--- config.mk ---
export PLATFORM = sky130hd
export DESIGN_NAME = multiplier_arbiter
export DESIGN_NICKNAME = d
export VERILOG_FILES = /design/src/rtl/multiplier_arbiter.sv
export SDC_FILE = /design/constraint.sdc
export NUM_CORES = 1
export LEC_CHECK = 0
export ABC_AREA = 1
export CAP_MARGIN = 25
export CORE_MARGIN = 3
export CORE_UTILIZATION = 45
export DETAILED_ROUTE_END_ITERATION = 7
export PLACE_DENSITY = 0.86
export SLEW_MARGIN = 20
export SYNTH_ARGS = -nofsm -noshare
export SYNTH_HDL_FRONTEND = slang
export SYNTH_SLANG_ARGS = --single-unit
--- constraint.sdc ---
create_clock -name Clk -period 2.1 [get_ports Clk]
set_clock_uncertainty 0.05 [all_clocks]
set_input_delay 0.21 -clock Clk [delete_from_list [all_inputs] [get_ports Clk]]
set_output_delay 0.21 -clock Clk [all_outputs]
set_load 0.03 [all_outputs]
--- src/rtl/multiplier_arbiter.sv ---
// Round-robin arbiter sharing one sequential multiplier between two level-request ports.
// Latency: St one cycle after grant; done pulse one cycle after Done, or TIMEOUT+1 cycles after St on abort.
// Backpressure: requests are held until granted; no grant while the multiplier reports Idle=0.
module multiplier_arbiter #(
    parameter int WIDTH   = 16,
    parameter int TIMEOUT = 64
) (
    input  logic               Clk,
    input  logic               reset,
    input  logic               req0,
    input  logic [WIDTH-1:0]   mcand0,
    input  logic [WIDTH-1:0]   mplier0,
    output logic               done0,
    input  logic               req1,
    input  logic [WIDTH-1:0]   mcand1,
    input  logic [WIDTH-1:0]   mplier1,
    output logic               done1,
    output logic [2*WIDTH-1:0] result,
    output logic               err,
    output logic               busy,
    output logic               owner,
    output logic               St,
    output logic [WIDTH-1:0]   Multiplicando,
    output logic [WIDTH-1:0]   Multiplicador,
    input  logic               Idle,
    input  logic               Done,
    input  logic [2*WIDTH-1:0] Produto
);
    localparam int            CW   = $clog2(TIMEOUT);
    localparam logic [CW-1:0] LAST = CW'(TIMEOUT - 1);

    typedef enum logic [1:0] {S_IDLE, S_START, S_WAIT, S_RESP} state_t;

    state_t        state;
    logic [CW-1:0] count;
    logic          last_owner;
    logic          pick1;

    // On a tie the port that was not served last wins, so neither port can starve.
    assign pick1 = req1 & (~req0 | ~last_owner);

    always_ff @(posedge Clk or negedge reset) begin
        if (!reset) begin
            state         <= S_IDLE;
            count         <= '0;
            last_owner    <= 1'b1;
            owner         <= 1'b0;
            St            <= 1'b0;
            done0         <= 1'b0;
            done1         <= 1'b0;
            busy          <= 1'b0;
            err           <= 1'b0;
            result        <= '0;
            Multiplicando <= '0;
            Multiplicador <= '0;
        end else begin
            St    <= 1'b0;
            done0 <= 1'b0;
            done1 <= 1'b0;
            case (state)
                S_IDLE: begin
                    if ((req0 | req1) && Idle) begin
                        owner         <= pick1;
                        Multiplicando <= pick1 ? mcand1  : mcand0;
                        Multiplicador <= pick1 ? mplier1 : mplier0;
                        St            <= 1'b1;
                        busy          <= 1'b1;
                        state         <= S_START;
                    end
                end
                S_START: begin
                    count <= '0;
                    state <= S_WAIT;
                end
                S_WAIT: begin
                    // Done takes priority over an expiring watchdog in the same cycle.
                    if (Done) begin
                        result <= Produto;
                        err    <= 1'b0;
                        done0  <= ~owner;
                        done1  <= owner;
                        state  <= S_RESP;
                    end else if (count == LAST) begin
                        result <= '0;
                        err    <= 1'b1;
                        done0  <= ~owner;
                        done1  <= owner;
                        state  <= S_RESP;
                    end else begin
                        count <= count + CW'(1);
                    end
                end
                S_RESP: begin
                    last_owner <= owner;
                    busy       <= 1'b0;
                    state      <= S_IDLE;
                end
                default: state <= S_IDLE;
            endcase
        end
    end
endmodule

Word-level counts from Yosys, hierarchy flattened

Cells that the tools add are included.

Flip-flop bits (word level): 79
Output and inout port bits: 70

Add/subtract/negate cells: 1
Equality and inequality tests: 8
Mux-type cells: 23
Bitwise operators: 6
Reduce and logical (&&, ||, !) cells: 10

Operators by type and width:

| cell                                                            | count |
|---|---|
| 32-bit 2-to-1 mux                                               | 2 |
| 16-bit 2-to-1 mux                                               | 2 |
| 6-bit 2-to-1 mux                                                | 2 |
| 6-bit one-hot mux with 2 select lines                           | 1 |
| 1-bit 2-to-1 mux                                                | 11 |
| 2-bit one-hot mux with 4 select lines                           | 1 |
| 2-bit AND reduction                                             | 4 |
| 6-bit by 1-bit adder with 6-bit output, second input constant   | 1 |
| 6-bit == test, second input constant                            | 1 |
| 2-bit 2-to-1 mux                                                | 3 |
| 2-bit != test, second input constant                            | 3 |
| 2-bit nonzero test                                              | 3 |
| 2-bit == test, second input constant                            | 2 |
| 3-bit != test, second input constant                            | 1 |
| 1-bit NOT                                                       | 3 |
| 3-bit AND reduction                                             | 1 |
| 2-bit by 1-bit == test with 1-bit output, second input constant | 1 |
| 2-bit zero test                                                 | 1 |
| 1-bit OR                                                        | 2 |
| 1-bit one-hot mux with 2 select lines                           | 1 |
| 1-bit bitwise AND                                               | 1 |
| 1-bit logical AND                                               | 1 |

Logic depth before layout (Yosys ltp)

Word-level depth: 4
Mapped depth: 8

Least setup slack after synthesis

No wires, ideal clock.

Path kind: reg2reg
Start point: reg state[0]
End point: reg result[20]
Arrival time: 1.293 ns
Data required time: 1.985 ns
Setup slack: 0.692 ns
Cell stages (with the launch flop): 7
Path buffers: 1
Clock period less this slack: 1.408 ns
Cells stage by stage: dfrtp_1 -> inv_1 -> ha_1 -> nand2_2 -> clkbuf_1 -> nand3_1 -> nand2_1

Cells in the longest elaborated chain, start to end: 2

Ends and longest elaborated chain:

| element                              | RTL line | RTL |
|---|---|---|
| from (decl)                          | 34       | `state_t state;` |
| from (signal assigned)               | 44       | `state <= S_IDLE;` |
| from (signal assigned)               | 68       | `state <= S_START;` |
| from (signal assigned)               | 73       | `state <= S_WAIT;` |
| 2-bit == test                        | 60       | `case (state)` |
| 2-bit AND reduction (no source line) | -        |  |
| to (signal assigned)                 | 78       | `result <= Produto;` |
| to (decl)                            | 18       | `output logic [2*WIDTH-1:0] result,` |

No other way between the ends.
A chain may end at the register's enable or synchronous reset.

Worst setup path after layout

Start point: reg state[0]
End point: reg result[23]

Same word-level chain as after synthesis.

==> run summary <==
outcome: completed
Seq/Total Area, Yosys: 52.2%
Worst Setup Start Kind: register
post-synth net total: 579
Worst Path Required: 2.31 ns
Hold Path Depth: 3
CTS tree: yes
total congestion overflow: 0
vias in the first global route: 3527
worst reg-to-reg path cell count: 6
Core Rows: 32
IR Drop Worst-Case VDD: 0.000605 V
Setup Crit Path Kind: register to register
CTS-repair resized insts: 0
Post-CTS Setup Inserts: 0
Crit path arrival time: 1.98 ns
Worst-Margin Slew: 0.632 ns
Final setup viols: 0
Pre-antenna DRT Iters: 4
chip height: 97.7 um
clk sink count: 79
die footprint: 9550 sq um
Hold Crit Class: primary input to register
setup_tns: 0 ns
Final ANT Viol Nets: 0
Layout Nets: 744
Tmin final: 1.77 ns
crit share post-route: 84.1%
Area growth syn-to-layout: 51.8%
GP Congestion: 0.826
FFs w/ async S/R, synth: 100%
routed vias: 3627
Starting Density: 47.8%
final WL: 9920 um
final hold vios: 0
Crit. End Element: register
Synth cell types: 25
CTS root buffer: clkbuf_8
Synth Area per Inst: 8.04 sq um
fin. max-slew vios: 0
commonest non-fill, non-tap cell in the layout: nand2_1
share of cells above drive strength 1: 7.50%
Core ar.: 7930 sq um
DR iter-0 viols: 84
Longest Clk Path Bufs: 2
crit path max fanout: 33
CTS clock-pin slew for the worst setup and hold paths: 0.08 ns
Skew-Pair Late Insertion Delay: 0.33 ns
RSZ-0062 raised after global routing: false
Synth Warn #: 0
relative slew slack: 57.9%
H-tree lvl count: 3
Final Core Density: 72.5%
Mapped Area: 3790 sq um
total CTS buffers: 9
first-pass GRT wire length: 16600 um
Hold-fix buffers, CTS: 1
initial antenna violation count: 0
Top FF cell, synth: dfrtp_1
FF+latch count, synth: 79
IO Count: 172
Total Routing Usage GR: 21.0%
FMAX: 566 MHz
Die W: 97.7 um
Max Cap Viol: 0
Via density: 4.89
EDFF count, synth: 0
ant diodes: 0
largest net degree at the start of global routing: 53
leakage power: 2.87 nW
most frequent cells in the layout: nand2_1 (248), clkdlybuf4s50_1 (170), dfrtp_1 (78)
Port Buf Inserts: 171
Mapped Cells: 471
drt wl/cell: 13.4 um
post-DP HPWL: 7520 um
power per cell area: 1360 nW/um^2
drt drc: 0
[path summary, 6_finish.rpt]
kind	startpoint	end	slack, ns
worst min register to register	Multiplicador[8]	Multiplicador[8]	0.42
worst min-delay path	Produto[16]	result[16]	0.36
worst max-delay path	state[0]	result[23]	0.33
worst max register to register	state[0]	result[23]	0.33
max in group asynchronous	reset	Multiplicador[8]	0.95
min in group asynchronous	reset	result[29]	0.40
[power by group]
| group | total, mW | switching [mW] | internal [mW] |
|---|---|---|---|
| clock | 1.19 | 0.501 | 0.692 |
| sequential | 2.56 | 0.394 | 2.17 |
| combinational | 4.04 | 2.41 | 1.63 |
[registers in the layout (all words and copies together) (netlist names)]
signal         flops
Multiplicador     16
count              6
done0              1
St                 1
last_owner         1
err                1
result            32
owner              1
Multiplicando     16
busy               1
state              2
done1              1
[layout make-up]
class / instances / area (sq um)
Multi-Input combinational cell: 354 / 1610
Clock buffer: 11 / 141
Fill cell: 617 / 2180
Timing Repair Buffer: 179 / 1770
Inverter: 13 / 48.8
Sequential cell: 79 / 1980
Tap cell: 102 / 128
Clock inverter: 4 / 70.1
[cell families (layout without fill, tap and decap cells)]
| kind of cell | Yosys count | after routing | synth area share (%) |
|---|---|---|---|
| and+or+nand+nor | 337 | 337 | 38.4 |
| DFF | 79 | 79 | 52.2 |
| buffers and inverters | 38 | 207 | 5.25 |
| AOI/OAI and AO/OA | 10 | 10 | 1.88 |
| adders and majority gates | 6 | 6 | 1.98 |
| xor gates and xnor gates | 1 | 1 | 0.231 |
[metal layers]
layer  global-route usage, %  routed length, um  part of all wire (%)
met1                    26.8               4180                    42
met2                    33.7               4530                    46
met3                    7.47               1060                    11
met4                    6.71                147                   1.5
met5                       0                  0                     0
[Yosys cell counts, drive strengths merged (3+ instances only)]
cell type,count,area [sq um]
inv,13,48.8
ha,6,75.1
buf,20,131
clkbuf,5,18.8
nand3,77,443
o21ai,6,37.5
a21oi,3,26.3
nor2,8,50.0
nand2,251,955
dfrtp,78,1950
[critical path: stages (launching register included)]
cell and delay [ns]:
dfrtp_1 0.42, inv_1 0.13, ha_1 0.31, nand2_2 0.09, inv_2 0.43, nand2_1 0.15, nand2_1 0.11
[through the flow]
step	cell area, sq um	cells	hold slack, ns	setup slack [ns]	power (mW)
6_report	5750	742	0.361	0.333	7.79
2_1_floorplan	3790	471	-0.136	0.692	4.90
4_1_cts	5750	742	0.352	0.330	7.86
5_1_grt	5750	742	0.358	0.140	8.30
3_3_place_gp	5530	726	0.224	0.392	6.54
3_5_place_dp	5530	726	0.227	0.357	6.66
Note: power is estimated with default switching activity, not from simulation.
